$ cat src/rtl/bool_share_loader_pkg.sv
// Shared types, constants and helper functions for the Boolean share loader.
// The xorshift32 step and the refresh-word count formula live here so the loader and its PRNG use one definition.
package b2a_pkg;

    localparam logic [31:0] PRNG_DEFAULT = 32'h2545F491;

    typedef enum logic [1:0] {
        COLLECT  = 2'd0,
        WAIT_RND = 2'd1,
        ISSUE    = 2'd2
    } state_e;

    // Refresh words consumed per block by an n-share full-XOR recombination.
    function automatic int randnum(input int n);
        int lk;
        lk = $clog2(n + 1) - 1;
        return lk * (1 << (lk - 1)) + n - (1 << lk);
    endfunction

    function automatic logic [31:0] xorshift32_step(input logic [31:0] x);
        logic [31:0] y;
        y = x ^ (x << 13);
        y = y ^ (y >> 17);
        y = y ^ (y << 5);
        return y;
    endfunction

endpackage

$ cat src/rtl/bool_share_loader_if.sv
// Serial share input stream plus the parallel share/randomness output bundle.
// The slave side is the loader; the master side is whoever feeds shares and samples the block.
interface bool_share_loader_if #(
    parameter int K_WIDTH  = 32,
    parameter int N_SHARES = 5
);
    import b2a_pkg::*;

    localparam int MASKWIDTH = K_WIDTH * N_SHARES;
    localparam int RANDNUM   = randnum(N_SHARES);

    logic                         s_vld;
    logic                         s_rdy;
    logic [K_WIDTH-1:0]           s_share;
    logic [MASKWIDTH-1:0]         o_x;
    logic [K_WIDTH*RANDNUM-1:0]   o_rnd;
    logic                         dvld;

    modport slave (
        input  s_vld,
        input  s_share,
        output s_rdy,
        output o_x,
        output o_rnd,
        output dvld
    );

    modport master (
        output s_vld,
        output s_share,
        input  s_rdy,
        input  o_x,
        input  o_rnd,
        input  dvld
    );

endinterface

$ cat src/rtl/bool_share_loader_prng.sv
// 32-bit xorshift register supplying refresh randomness; advances only when stepped while enabled.
// A zero seed would lock xorshift at zero forever, so it is replaced by the default state.
module share_prng
    import b2a_pkg::*;
(
    input  logic        clk,
    input  logic        rst_n,
    input  logic        ena,
    input  logic        step,
    input  logic        ld,
    input  logic [31:0] seed,
    output logic [31:0] q
);

    logic [31:0] r_state;

    always_ff @(posedge clk or negedge rst_n) begin
        if (!rst_n) begin
            r_state <= PRNG_DEFAULT;
        end else if (ena) begin
            if (ld) begin
                r_state <= (seed == 32'd0) ? PRNG_DEFAULT : seed;
            end else if (step) begin
                r_state <= xorshift32_step(r_state);
            end
        end
    end

    assign q = r_state;

endmodule

$ cat src/rtl/bool_share_loader.sv
// Collects N_SHARES serial Boolean shares and RANDNUM fresh PRNG words into parallel vectors,
// then raises dvld for one enabled cycle so the recombination stage can consume the block.
module bool_share_loader
    import b2a_pkg::*;
#(
    parameter int K_WIDTH  = 32,
    parameter int N_SHARES = 5
) (
    input  logic                  clk,
    input  logic                  rst_n,
    input  logic                  ena,
    input  logic                  seed_ld,
    input  logic [31:0]           seed,
    bool_share_loader_if.slave    s_if,
    output logic                  busy
);

    localparam int MASKWIDTH = K_WIDTH * N_SHARES;
    localparam int RANDNUM   = randnum(N_SHARES);
    localparam int SCW       = $clog2(N_SHARES + 1);
    localparam int RCW       = $clog2(RANDNUM + 1);
    localparam logic [SCW-1:0] SC_LAST = SCW'(N_SHARES - 1);
    localparam logic [SCW-1:0] SC_FULL = SCW'(N_SHARES);
    localparam logic [RCW-1:0] RC_LAST = RCW'(RANDNUM - 1);
    localparam logic [RCW-1:0] RC_FULL = RCW'(RANDNUM);

    if (K_WIDTH != 32) begin : g_width_check
        $error("bool_share_loader: K_WIDTH must be 32");
    end

    state_e                     r_state;
    state_e                     w_state_next;
    logic [SCW-1:0]             r_share_cnt;
    logic [RCW-1:0]             r_rnd_cnt;
    logic                       w_active;
    logic                       w_rdy;
    logic                       w_accept;
    logic                       w_rnd_step;
    logic                       w_last_share;
    logic                       w_rnd_done;
    logic [31:0]                w_prng_q;
    logic [31:0]                w_prng_word;
    logic [MASKWIDTH-1:0]       w_x;
    logic [K_WIDTH*RANDNUM-1:0] w_rnd;

    assign w_active    = ena & ~seed_ld;
    assign w_prng_word = xorshift32_step(w_prng_q);

    share_prng u_prng (
        .clk   (clk),
        .rst_n (rst_n),
        .ena   (ena),
        .step  (w_rnd_step),
        .ld    (seed_ld),
        .seed  (seed),
        .q     (w_prng_q)
    );

    always_comb begin
        w_state_next = r_state;
        w_rdy        = w_active && (r_state == COLLECT) && (r_share_cnt < SC_FULL);
        w_accept     = w_rdy && s_if.s_vld;
        w_rnd_step   = w_active && (r_state != ISSUE) && (r_rnd_cnt < RC_FULL);
        w_last_share = w_accept && (r_share_cnt == SC_LAST);
        // Randomness counts as complete if it already was, or if this cycle writes the last word.
        w_rnd_done   = (r_rnd_cnt == RC_FULL) || (w_rnd_step && (r_rnd_cnt == RC_LAST));
        if (ena) begin
            if (seed_ld) begin
                w_state_next = COLLECT;
            end else begin
                case (r_state)
                    COLLECT:  if (w_last_share) w_state_next = w_rnd_done ? ISSUE : WAIT_RND;
                    WAIT_RND: if (w_rnd_done)   w_state_next = ISSUE;
                    ISSUE:    w_state_next = COLLECT;
                    default:  w_state_next = COLLECT;
                endcase
            end
        end
    end

    always_ff @(posedge clk or negedge rst_n) begin
        if (!rst_n) begin
            r_state <= COLLECT;
        end else begin
            r_state <= w_state_next;
        end
    end

    always_ff @(posedge clk or negedge rst_n) begin
        if (!rst_n) begin
            r_share_cnt <= '0;
            r_rnd_cnt   <= '0;
        end else if (ena) begin
            if (seed_ld || (r_state == ISSUE)) begin
                r_share_cnt <= '0;
                r_rnd_cnt   <= '0;
            end else begin
                if (w_accept)   r_share_cnt <= r_share_cnt + 1'b1;
                if (w_rnd_step) r_rnd_cnt   <= r_rnd_cnt + 1'b1;
            end
        end
    end

    genvar gi;
    for (gi = 0; gi < N_SHARES; gi++) begin : g_share_slot
        logic [K_WIDTH-1:0] r_word;
        always_ff @(posedge clk or negedge rst_n) begin
            if (!rst_n) begin
                r_word <= '0;
            end else if (w_accept && (r_share_cnt == SCW'(gi))) begin
                r_word <= s_if.s_share;
            end
        end
        assign w_x[gi*K_WIDTH +: K_WIDTH] = r_word;
    end

    for (gi = 0; gi < RANDNUM; gi++) begin : g_rnd_slot
        logic [K_WIDTH-1:0] r_word;
        always_ff @(posedge clk or negedge rst_n) begin
            if (!rst_n) begin
                r_word <= '0;
            end else if (w_rnd_step && (r_rnd_cnt == RCW'(gi))) begin
                r_word <= w_prng_word;
            end
        end
        assign w_rnd[gi*K_WIDTH +: K_WIDTH] = r_word;
    end

    assign s_if.s_rdy = w_rdy;
    assign s_if.o_x   = w_x;
    assign s_if.o_rnd = w_rnd;
    assign s_if.dvld  = (r_state == ISSUE);
    assign busy       = (r_share_cnt != '0) || (r_rnd_cnt != '0) || (r_state != COLLECT);

endmodule

$ cat src/flat_wrapper.sv
// flat-port wrapper written by rule: the top's interface ports become plain ports
module bool_share_loader_flat import b2a_pkg::*;
#(
    parameter int K_WIDTH  = 32,
    parameter int N_SHARES = 5
)
  (clk, rst_n, ena, seed_ld, seed, busy, s_if_s_vld, s_if_s_share, s_if_s_rdy, s_if_o_x, s_if_o_rnd, s_if_dvld);
  bool_share_loader_if #(.K_WIDTH(K_WIDTH), .N_SHARES(N_SHARES)) s_if_i ();
  input  logic clk;
  input  logic rst_n;
  input  logic ena;
  input  logic seed_ld;
  input  logic [31:0] seed;
  output logic busy;
  input wire logic [$bits(s_if_i.s_vld)-1:0] s_if_s_vld;
  input wire logic [$bits(s_if_i.s_share)-1:0] s_if_s_share;
  output wire logic [$bits(s_if_i.s_rdy)-1:0] s_if_s_rdy;
  output wire logic [$bits(s_if_i.o_x)-1:0] s_if_o_x;
  output wire logic [$bits(s_if_i.o_rnd)-1:0] s_if_o_rnd;
  output wire logic [$bits(s_if_i.dvld)-1:0] s_if_dvld;
  assign s_if_i.s_vld = s_if_s_vld;
  assign s_if_i.s_share = s_if_s_share;
  assign s_if_s_rdy = s_if_i.s_rdy;
  assign s_if_o_x = s_if_i.o_x;
  assign s_if_o_rnd = s_if_i.o_rnd;
  assign s_if_dvld = s_if_i.dvld;
  bool_share_loader #(.K_WIDTH(K_WIDTH), .N_SHARES(N_SHARES)) u_core (.clk(clk), .rst_n(rst_n), .ena(ena), .seed_ld(seed_ld), .seed(seed), .s_if(s_if_i), .busy(busy));
endmodule
$ cat config.mk
export PLATFORM = sky130hd
export DESIGN_NAME = bool_share_loader_flat
export DESIGN_NICKNAME = d
export VERILOG_FILES = /design/src/rtl/bool_share_loader_pkg.sv /design/src/rtl/bool_share_loader_if.sv /design/src/rtl/bool_share_loader_prng.sv /design/src/rtl/bool_share_loader.sv /design/src/flat_wrapper.sv
export SDC_FILE = /design/constraint.sdc
export NUM_CORES = 1
export LEC_CHECK = 0
export BUFFER_PORTS_ARGS = -buffer_cell sky130_fd_sc_hd__buf_2
export CAP_MARGIN = 20
export CORE_ASPECT_RATIO = 2
export CORE_UTILIZATION = 43
export DETAILED_ROUTE_END_ITERATION = 10
export PLACE_DENSITY_LB_ADDON = 0.3
export SLEW_MARGIN = 25
export SYNTH_ARGS = -nofsm -noshare
export SYNTH_HDL_FRONTEND = slang
export SYNTH_SLANG_ARGS = --single-unit
$ cat constraint.sdc
create_clock -name clk -period 2 [get_ports clk]
set_input_delay 0.2 -clock clk [delete_from_list [all_inputs] [get_ports clk]]
set_output_delay 0.2 -clock clk [all_outputs]
set_load 0.05 [all_outputs]
* Yosys cells after proc, flatten, opt, wreduce, memory -nomap -nowiden
Cells that the tools add are included.
Widths: inputs -> output; s select.
** Storage, ports and cells
- Input port bits :: 69
- Flip-flop bits (word level) :: 360
- Word-level logic and storage cells :: 82
** Operators by class
- Equal/unequal tests :: 14
- Bitwise operators :: 5
- Order comparisons :: 2
- Add/sub/neg operators :: 2
- Reductions and logical operators :: 33
- Multiplexer cells :: 12
** Operator list (count)
- $mux 32 :: 3
- $xor 32x32->32 :: 2
- $logic_not 32->1 :: 1
- $xor 32x15->32 :: 1
- $logic_and 1x1->1 :: 15
- $eq 3x2->1 const B :: 4
- $mux 3 :: 4
- $eq 3x3->1 const B :: 3
- $mux 2 :: 4
- $reduce_bool 2->1 :: 4
- $add 3x1->3 const B :: 2
- $eq 3x1->1 const B :: 2
- $logic_not 3->1 :: 2
- $lt 3x3->1 const B :: 2
- $ne 3x2->1 const B :: 2
- $reduce_and 2->1 :: 3
- $reduce_bool 3->1 :: 2
- $logic_or 1x1->1 :: 4
- $pmux 2 s2 :: 1
- $reduce_and 3->1 :: 1
- $eq 2x1->1 const B :: 1
- $eq 2x2->1 const B :: 1
- $logic_not 2->1 :: 1
- $ne 2x2->1 const B :: 1
- 2 further kinds :: 2

* Longest topological paths before layout
Gate-level depths: netlist of run 1.
- Depth after elaboration :: 10
- Gate-level depth with buffers :: 8

* Cells and area by module
From an unflattened synthesis of run 1, not the netlist that was laid out.
** Unflattened totals
- Cell total of the unflattened synthesis :: 1076
- Area, all modules :: 16230.6 um2
** By module, submodules not included
- bool_share_loader :: instances 1, seq. area each 8207.9 um2, cells each 813, area an instance 13472.9 um2
- share_prng :: instances 1, seq. area each 818.3 um2, cells each 263, area an instance 2757.6 um2

* Least setup slack after synthesis of run 1
Ideal clock, no wire load.
- Path type :: reg2reg
- Start :: reg u_core.u_prng.r_state[4] (netlist: u_core.u_prng.q[4])
- End :: reg u_core.u_prng.r_state[5] (netlist: u_core.u_prng.q[5])
- Path buffers :: 1
- Setup slack :: 0.057 ns
- Library setup time :: 0.142 ns
- Arrival time :: 1.801 ns
- Stages on the path, launching flop included :: 6
- Cell sequence :: dfstp_2 clkbuf_1 xor3_2 xnor3_1 mux2i_1 o221ai_1
** On the way
- Word-level cells in the longest chain between the ends :: 5
** Ends and longest elaborated chain
- start, declared :: RTL line bool_share_loader_prng.sv:15 : logic [31:0] r_state;
- start signal, assigned :: RTL line bool_share_loader_prng.sv:22 : r_state <= (seed == 32'd0) ? PRNG_DEFAULT : seed;
- start signal, assigned :: RTL line bool_share_loader_prng.sv:24 : r_state <= xorshift32_step(r_state);
- $xor 32x32->32 :: RTL line bool_share_loader_pkg.sv:22 : y = x ^ (x << 13);
- $xor 32x15->32 :: RTL line bool_share_loader_pkg.sv:23 : y = y ^ (y >> 17);
- $xor 32x32->32 :: RTL line bool_share_loader_pkg.sv:24 : y = y ^ (y << 5);
- $mux 32 :: RTL line bool_share_loader_prng.sv:23 : end else if (step) begin
- $mux 32 :: RTL line bool_share_loader_prng.sv:21 : if (ld) begin
No other way between the ends. The select of a mux whose other input is x is not followed.
A chain may end at the register's enable or synchronous reset.

* Worst setup path in the final report of run 1
- Start :: reg u_core.r_share_cnt[0]
- End :: out busy
** On the way
- Word-level cells in the longest chain between the ends :: 3
** Ends and longest elaborated chain
- start, declared :: RTL line bool_share_loader.sv:33 : logic [SCW-1:0] r_share_cnt;
- start signal, assigned :: RTL line bool_share_loader.sv:98 : if (w_accept) r_share_cnt <= r_share_cnt + 1'b1;
- $reduce_bool 3->1 :: RTL line bool_share_loader.sv:133 : assign busy = (r_share_cnt != '0) || (r_rnd_cnt != '0) || (r_state != COLLECT);
- $logic_or 1x1->1 (2 in series) :: RTL line bool_share_loader.sv:133
- end, declared :: RTL line flat_wrapper.sv:14 : output logic busy;
No other way between the ends.

==> flow_summary.toml, run 1 <==
[run_status]
outcome = "finished clean"

[yosys]
syn_area_per_cell_um2 = 14.9
yosys.area.top_type = "dfrtp_1"
synth-simple-area-share_pct = 3.58
synth_warnings = 0
synth_compound_area_share_pct = 3.82
synthArstFlopShare_pct = 100
yosysUniqueCellTypes = 59
synth_xor_area_share_pct = 5.43
yosysMostFrequentCell = "dfrtp_1"
syn-num-nets = 1096
synth_fa_ha_area_share_pct = 0.823
yosysSeqAreaShare_pct = 59.4
synthFlopType = "dfrtp_1"
synth_commonest_cells = "dfrtp_1 (346), mux2_2 (300), nand2_1 (34), xnor2_1 (32), buf_2 (28)"
netlist.area_leader.share_pct = 57.0
netlist_top_cells_area = "dfrtp_1 (57%), mux2_2 (22%), dfstp_2 (2.4%)"
netlist_instances = 1017
synth_edf_count = 0
synthMuxAreaShare_pct = 24.5
synth-seq-cells = 360
syn_area_mm2 = 0.0152
synth_top_family_by_area = "multiplexers"

[routing]
first_pass_iters = 5
drtAntennaViolNets = 0
wl_met3_mm = 1.83
drt-met1-wl_mm = 14.5
wl_met2_mm = 24.3
drt_iter0_markers = 401
wl_per_cell_um = 22.0
vias = 10517
drc = 0
top_layer = "met4"
wl_mm = 43.5
vias_per_cell = 5.31

[placement]
hpwlAfterDp_mm = 32.2
gp_congestion = 0.929
io_buffers = 391

[critical_path]
crit_path_start = "u_core.r_share_cnt[0]$_DFFE_PN0P_"
cp_max_fo = 3
cp.depth = 5
critPathBufInv = 2
rr_startpoint = "u_core.u_prng.q[12]$_DFFE_PN1P_"
cp_cell_sequence = "inv_1 -> ha_2 -> nor4b_2 -> nand3_1 -> buf_6"
slowest_stage = "dfrtp_2"
critPathKind = "flop to output pin"
r2r_cells = 5
startpoint_type = "flop"
cp.required_ps = 1800
cp_slowest_stage_delay_ps = 420
endpoint_kind = "output pin"
cp.arrival_ps = 1720
crit_family = "flip-flops"

[floorplanning]
die_area_mm2 = 0.0361
num_rows = 97
start_util_pct = 43.5
io_pins = 392
coreArea_mm2 = 0.0350
die_width_um = 135
fp.dieH_um = 268

[clocking]
clkTransAtPathRegs_ps = 70
cts_made_buffers = 34
cts_tree = "yes"
cts.path.max_buffers = 3
cts_sinks = 360
htreeDepth = 2
insertion_delay_ps = 520
cts-root-buf = "clkbuf_16"

[sta]
clock-skew-final_ps = 20.0
fmax_mhz = 522
hold_viol = 0
slew_headroom_pct = 51.1
slew_violations = 0
finalSetupViolCount = 0
finalSetupTns_ps = 0
rsz0062_at_grt = "true"
worst_slew_pin_slew_ps = 728
period_minus_slack_ps = 1920
finalCritPeriodShare_pct = 95.8

[worst_hold_path]
hold_depth = 3
hp-class = "input port to flop"
min-delay-start = "seed[2]"

[grt]
grt_max_degree = 74
grt_overflow = 0
antenna_found_initial = 1
grt_pass1_wl_mm = 65.8
grt_pass1_vias = 11170
track_usage_pct = 24.3

[cells_and_area]
final_layout_size_suffix_gt1_share_pct = 56.4
finalNetCount = 1589
fillers = 2911
syn2layout_area_growth_pct = 30.4

[run]
drv_cap = 0
metal layers:
layer | vias to the layer above | track usage (%)
li1 | 4609 | -
met2 | 381 | 46.7
met1 | 5401 | 24.4
met3 | 126 | 2.81
met5 | - | 0
met4 | 0 | 15.3
worst paths after layout:
| kind | to | slack [ps] |
|---|---|---|
| max in group asynchronous | u_core.u_prng.q[13]$_DFFE_PN1P_ | 970 |
| max reg2reg | u_core.u_prng.q[17]$_DFFE_PN0P_ | 90 |
| min in group asynchronous | u_core.g_share_slot[4].r_word[30]$_DFFE_PN0P_ | 200 |
| min reg2reg | u_core.g_rnd_slot[1].r_word[1]$_DFFE_PN0P_ | 480 |
| min | u_core.u_prng.q[2]$_DFFE_PN0P_ | 30 |
| max | busy | 80 |
kinds of logic after synthesis:
family,Yosys count
flip-flops,360
XOR/XNOR,65
AND/OR/NAND/NOR,94
multiplexers,333
adder cells (fa/ha/maj),10
AO/OA/AOI/OAI,80
buffers and inverters,75
cell usage in the layout, fill, tap and decap left out, drive strengths merged, types with 4 or more instances in the layout:
cell type,n
a32o,8
dfstp,14
nor2,16
nand2,34
xor3,5
xnor3,11
a211oi,8
clkbuf,46
a211o,9
inv,19
o21ai,22
o221ai,4
a21oi,10
xor2,15
mux2i,17
nor4b,8
clkinv,9
nand3,5
buf,469
and3,4
dlygate4sd3,46
mux2,316
xnor2,34
nor4,9
a21o,6
ha,10
dfrtp,346
cell type report:
class / count / area [um^2] / area share (%)
Inverter: 17 / 66.3 / 0.335
Multi-Input combinational cell: 582 / 5830 / 29.4
Antenna cell: 1 / 2.50 / 0.0126
Clock inverter: 14 / 141 / 0.714
Tap cell: 445 / 557 / 2.81
Timing Repair Buffer: 515 / 3210 / 16.2
Sequential cell: 360 / 9030 / 45.6
Clock buffer: 46 / 977 / 4.93
repair_timing:
item,CTS,global route
endpoints found under the setup margin,2,33
hold endpoints to repair,219,0
setup buffers,0,3
gates resized for setup,6,4
pin swaps,0,0
hold buffers,46,0
per-stage QoR:
| step | setup WS, ps | hold slack [ps] | std cells | instance area, um^2 | util (%) |
|---|---|---|---|---|---|
| after global routing | -41.8 | 43.5 | 1980 | 19800 | 56.7 |
| after floorplan | 57.3 | -95.6 | 1017 | 15200 | - |
| final | 83.8 | 33.5 | 1980 | 19800 | 56.7 |
| after global placement | 109 | 162 | 1870 | 18200 | 52.0 |
| after detailed placement | 61.1 | 164 | 1870 | 18200 | 52.0 |
| after CTS | 8.58 | 2.31 | 1976 | 19800 | 56.6 |
worst reg2reg max path: cells and delay by family (launching register included):
family / cells / cell delay (ps)
xor gates and xnor gates: 2 / 590
DFF: 1 / 580
and+or+nand+nor: 2 / 500
buffers and inverters: 1 / 170
sequential cells by signal, indices dropped and copies added, names as in the netlist:
register                    cells
u_core.r_rnd_cnt                3
u_core.g_rnd_slot.r_word      160
u_core.u_prng.q                32
u_core.r_share_cnt              3
u_core.r_state                  2
u_core.g_share_slot.r_word    160
Power of run 1 is left out: the tool's default activity adds up to more than one toggle a clock period on the data nets, which glitch-free logic cannot reach.
==> run 2: changes to the inputs <==
--- a/config.mk
+++ b/config.mk
@@ -11,6 +11,7 @@
 export CORE_UTILIZATION = 43
 export DETAILED_ROUTE_END_ITERATION = 10
 export PLACE_DENSITY_LB_ADDON = 0.3
+export RECOVER_POWER = 50
 export SLEW_MARGIN = 25
 export SYNTH_ARGS = -nofsm -noshare
 export SYNTH_HDL_FRONTEND = slang
==> flow_summary.toml, run 2 (synthesis results as in run 1) <==
[floorplanning]
num_rows = 97
die_area_mm2 = 0.0361
io_pins = 392
fp.dieH_um = 268
coreArea_mm2 = 0.0350
die_width_um = 135
start_util_pct = 43.5

[critical_path]
startpoint_type = "flop"
cp.arrival_ps = 1720
cp_max_fo = 3
critPathKind = "flop to output pin"
regToRegEndpoint = "u_core.u_prng.q[17]$_DFFE_PN0P_"
endpoint_kind = "output pin"
rr_startpoint = "u_core.u_prng.q[12]$_DFFE_PN1P_"
r2r_cells = 5
r2r_slack_ps = 90
cp.required_ps = 1800

[placement]
gp_congestion = 0.929
hpwlAfterDp_mm = 32.2
io_buffers = 391
place_area_mm2 = 0.0182

[clocking]
cts_made_buffers = 34
cts.path.max_buffers = 3
clkTransAtPathRegs_ps = 70
cts_sinks = 360
cts_tree = "yes"
htreeDepth = 2
cts-root-buf = "clkbuf_16"
insertion_delay_ps = 520

[routing]
drtAntennaViolNets = 0
vias_per_cell = 5.31
first_pass_iters = 4
wl_per_cell_um = 22.0
drt_iter0_markers = 398
vias = 10506
wl_mm = 43.5
drc = 0

[sta]
slew_violations = 0
slew_headroom_pct = 24.5
finalSetupViolCount = 0
hold_viol = 0
worst_slew_pin_slew_ps = 1130
rsz0062_at_grt = "true"
clock-skew-final_ps = 18.2
period_minus_slack_ps = 1920
fmax_mhz = 522
finalCritPeriodShare_pct = 95.9

[cells_and_area]
final_layout_size_suffix_gt1_share_pct = 45.7
finalNetCount = 1589
syn2layout_area_growth_pct = 28.5
final_common_cell = "dfrtp_1"
design_area_mm2 = 0.0195
mostFrequentLayoutCells = "dfrtp_1 (344), mux2_2 (300), buf_2 (230)"

[worst_hold_path]
whs_endpoint = "u_core.u_prng.q[2]$_DFFE_PN0P_"
min-delay-start = "seed[2]"
hp-class = "input port to flop"
hold_depth = 3

[grt]
antenna_found_initial = 1
grt_pass1_wl_mm = 65.8
grt_pass1_vias = 11170
track_usage_pct = 24.3
grt_overflow = 0
grt_max_degree = 74

[run]
drv_cap = 0

[run_status]
outcome = "finished clean"
run 2: cell count changes in the layout (fill, tap and decap cells not counted):
cell	delta
buf_12	-4
buf_2	-158
buf_4	-8
clkbuf_1	+164
clkbuf_2	+5
clkbuf_4	+1
run 2: what timing repair did:
item                                   in CTS  in global routing
hold buffers                               46                  0
setup endpoints to repair                   2                 33
buffers inserted                            0                  3
endpoints found under the hold margin     219                  0
pin swaps                                   0                  0
gates resized for setup                     6                  4
run 2: final cells by class:
class                      count  area, um^2
multi-input combinational    582        5830
tap                          445         557
inverter                      17        66.3
clock inverter                14         141
clock buffer                  46         977
fill                        3004       15400
antenna                        1        2.50
timing repair buffer         515        2930
sequential                   360        9030
run 2: worst max path at each step:
stage,start,to,slack (ps),cells after the start
after floorplan,u_core.u_prng.q[4]$_DFFE_PN1P_,u_core.u_prng.q[5]$_DFFE_PN0P_,60,5
after global placement,u_core.u_prng.q[10]$_DFFE_PN1P_,u_core.u_prng.q[11]$_DFFE_PN0P_,110,5
after detailed placement,u_core.r_rnd_cnt[2]$_DFFE_PN0P_,u_core.g_rnd_slot[0].r_word[25]$_DFFE_PN0P_,60,4
after CTS,u_core.r_share_cnt[0]$_DFFE_PN0P_,busy,9,5
after global routing,u_core.r_state[1]$_DFFE_PN0P_,s_if_s_rdy,-40,3
final,u_core.r_share_cnt[0]$_DFFE_PN0P_,busy,80,5
run 2: metal layers:
metal	vias up	part of all wire (%)	track usage, %
met2	378	56	46.7
met3	130	4.1	2.81
met5	-	0	0
li1	4615	-	-
met4	0	6.5	15.3
met1	5383	33	24.4
run 2: critical path: stages (launching register included):
cell	delay [ps]
dfrtp_2	420
inv_1	90
ha_2	200
nor4b_2	190
nand3_1	120
buf_6	170
run 2: through the flow:
step	cells	utilization, %	worst slack, ps	setup TNS [ps]	hold WS, ps
after detailed placement	1870	52.0	61.1	0	164
final	1980	55.9	83.0	0	32.0
after global placement	1870	52.0	109	0	162
after floorplan	1017	-	57.3	0	-95.6
after CTS	1976	56.6	8.58	0	2.31
after global routing	1980	55.9	-41.8	-80.2	43.5
Power of run 2 is left out for the same reason.
==> run 3: changes to the inputs <==
==> constraint.sdc (replaced) <==
create_clock -name clk -period 2.2 [get_ports clk]
set_input_delay 0.22 -clock clk [delete_from_list [all_inputs] [get_ports clk]]
set_output_delay 0.22 -clock clk [all_outputs]
set_load 0.05 [all_outputs]
==> flow_summary.toml, run 3 (synthesis results as in run 1) <==
[worst_hold_path]
min-delay-start = "seed[13]"
hp-class = "input port to flop"
hold_depth = 3
whs_endpoint = "u_core.u_prng.q[13]$_DFFE_PN1P_"

[sta]
rsz0062_at_grt = "false"
slew_violations = 0
period_minus_slack_ps = 2180
hold_viol = 0
finalCritPeriodShare_pct = 99.0
finalSetupViolCount = 0
worst_slack_ps = 21.1
slew_headroom_pct = 0.239
worst_slew_pin_slew_ps = 1500
finalSetupTns_ps = 0
clock-skew-final_ps = 17.0
fmax_mhz = 459

[placement]
gp_congestion = 0.926
hpwlAfterDp_mm = 31.7
io_buffers = 391
dp_slack_ps = 56.2
dpl.cell_count = 1853

[floorplanning]
num_rows = 97
die_width_um = 135
die_area_mm2 = 0.0361
fp.dieH_um = 268
start_util_pct = 43.5
coreArea_mm2 = 0.0350
io_pins = 392

[critical_path]
cp_slowest_stage_delay_ps = 650
cp_max_fo = 6
cp.required_ps = 2670
cp_cell_sequence = "xor2_1 -> xnor3_1 -> mux2_2"
regToRegEndpoint = "u_core.g_rnd_slot[4].r_word[6]$_DFFE_PN0P_"
crit_path_start = "u_core.u_prng.q[10]$_DFFE_PN1P_"
startpoint_type = "flop"
critPathKind = "flop to flop"
slowest_stage = "xnor3_1"
cp.arrival_ps = 2650
endpoint_kind = "flop"
r2r_slack_ps = 20
rr_startpoint = "u_core.u_prng.q[10]$_DFFE_PN1P_"
r2r_cells = 3

[clocking]
clkTransAtPathRegs_ps = 70
insertion_delay_ps = 580
htreeDepth = 1
cts_sinks = 360
cts_tree = "yes"
cts-root-buf = "clkbuf_16"
cts.path.max_buffers = 3
postCtsSetupBuffers = 0
cts_made_buffers = 31

[cells_and_area]
syn2layout_area_growth_pct = 27.9
mostFrequentLayoutCells = "dfrtp_1 (344), mux2_2 (300), buf_2 (232)"
finalNetCount = 1573
layoutNonFillerInstCount = 1963
fillers = 2987
final_common_cell = "dfrtp_1"
final_layout_size_suffix_gt1_share_pct = 45.3

[routing]
drt_iter0_markers = 288
drtAntennaViolNets = 0
drc = 0
first_pass_iters = 4
wl_per_cell_um = 21.9
wl_mm = 43.1
vias_per_cell = 5.24
vias = 10285

[grt]
grt_pass1_wl_mm = 64.0
track_usage_pct = 23.8
grt_pass1_vias = 10787
antenna_found_initial = 1
grt_max_degree = 75
grt_overflow = 0

[run]
drv_cap = 1

[run_status]
violations = "max-capacitance violations"
outcome = "finished, violations left"
## run 3: cell count changes in the layout (fill, tap and decap cells not counted), moves of 3 or more
cell / change
buf_4: -12
clkbuf_1: -10
clkbuf_16: -4
bufinv_16: +4
dlygate4sd3_1: +7
buf_12: -3
## run 3: critical path: cells and delay by family, from the launching register on
family,cells,cell delay (ps)
flip-flops,1,570
XOR/XNOR,2,1190
multiplexers,1,310
## run 3: per-layer routing
metal / share of wire (%) / vias to the layer above / wire (um) / global-route usage, %
met1: 34 / 5233 / 14800 / 24.0
met4: 6.8 / 0 / 2940 / 15.7
met3: 3.9 / 124 / 1670 / 2.72
met5: 0 / - / 0 / 0
li1: - / 4574 / - / -
met2: 55 / 354 / 23700 / 45.1
## run 3: what timing repair did
action	in CTS	in global routing
setup endpoints to repair	1	5
hold buffers	53	0
hold endpoints to repair	249	0
resized for setup	3	4
## run 3: area by class of cell
class,instances,area (um^2),share of cell area [%]
multi-input cells,582,5830,30.0
flip-flops and latches,360,9030,46.4
diodes,1,2.50,0.0129
well taps,445,557,2.86
inverters,17,66.3,0.341
clock buffers,40,890,4.58
clock inverters,16,240,1.24
repair buffers,502,2830,14.5
## run 3: worst max-delay path by stage
| stage | end | slack, ps | depth (start not counted) |
|---|---|---|---|
| 2_1_floorplan | u_core.u_prng.q[5]$_DFFE_PN0P_ | 260 | 5 |
| 3_3_place_gp | u_core.g_rnd_slot[0].r_word[6]$_DFFE_PN0P_ | 90 | 3 |
| 3_5_place_dp | u_core.g_rnd_slot[4].r_word[6]$_DFFE_PN0P_ | 60 | 3 |
| 4_1_cts | busy | 4 | 5 |
| 5_1_grt | u_core.u_prng.q[6]$_DFFE_PN0P_ | 1 | 4 |
| 6_report | u_core.g_rnd_slot[4].r_word[6]$_DFFE_PN0P_ | 20 | 3 |
## run 3: stage by stage
| step | area, um^2 | hold slack (ps) | utilization (%) |
|---|---|---|---|
| 3_3_place_gp | 18000 | 177 | 51.5 |
| 2_1_floorplan | 15200 | -75.6 | - |
| 4_1_cts | 19700 | 2.78 | 56.3 |
| 6_report | 19400 | 32.3 | 55.6 |
| 3_5_place_dp | 18000 | 177 | 51.5 |
| 5_1_grt | 19400 | 23.7 | 55.6 |
Power of run 3 is left out for the same reason.
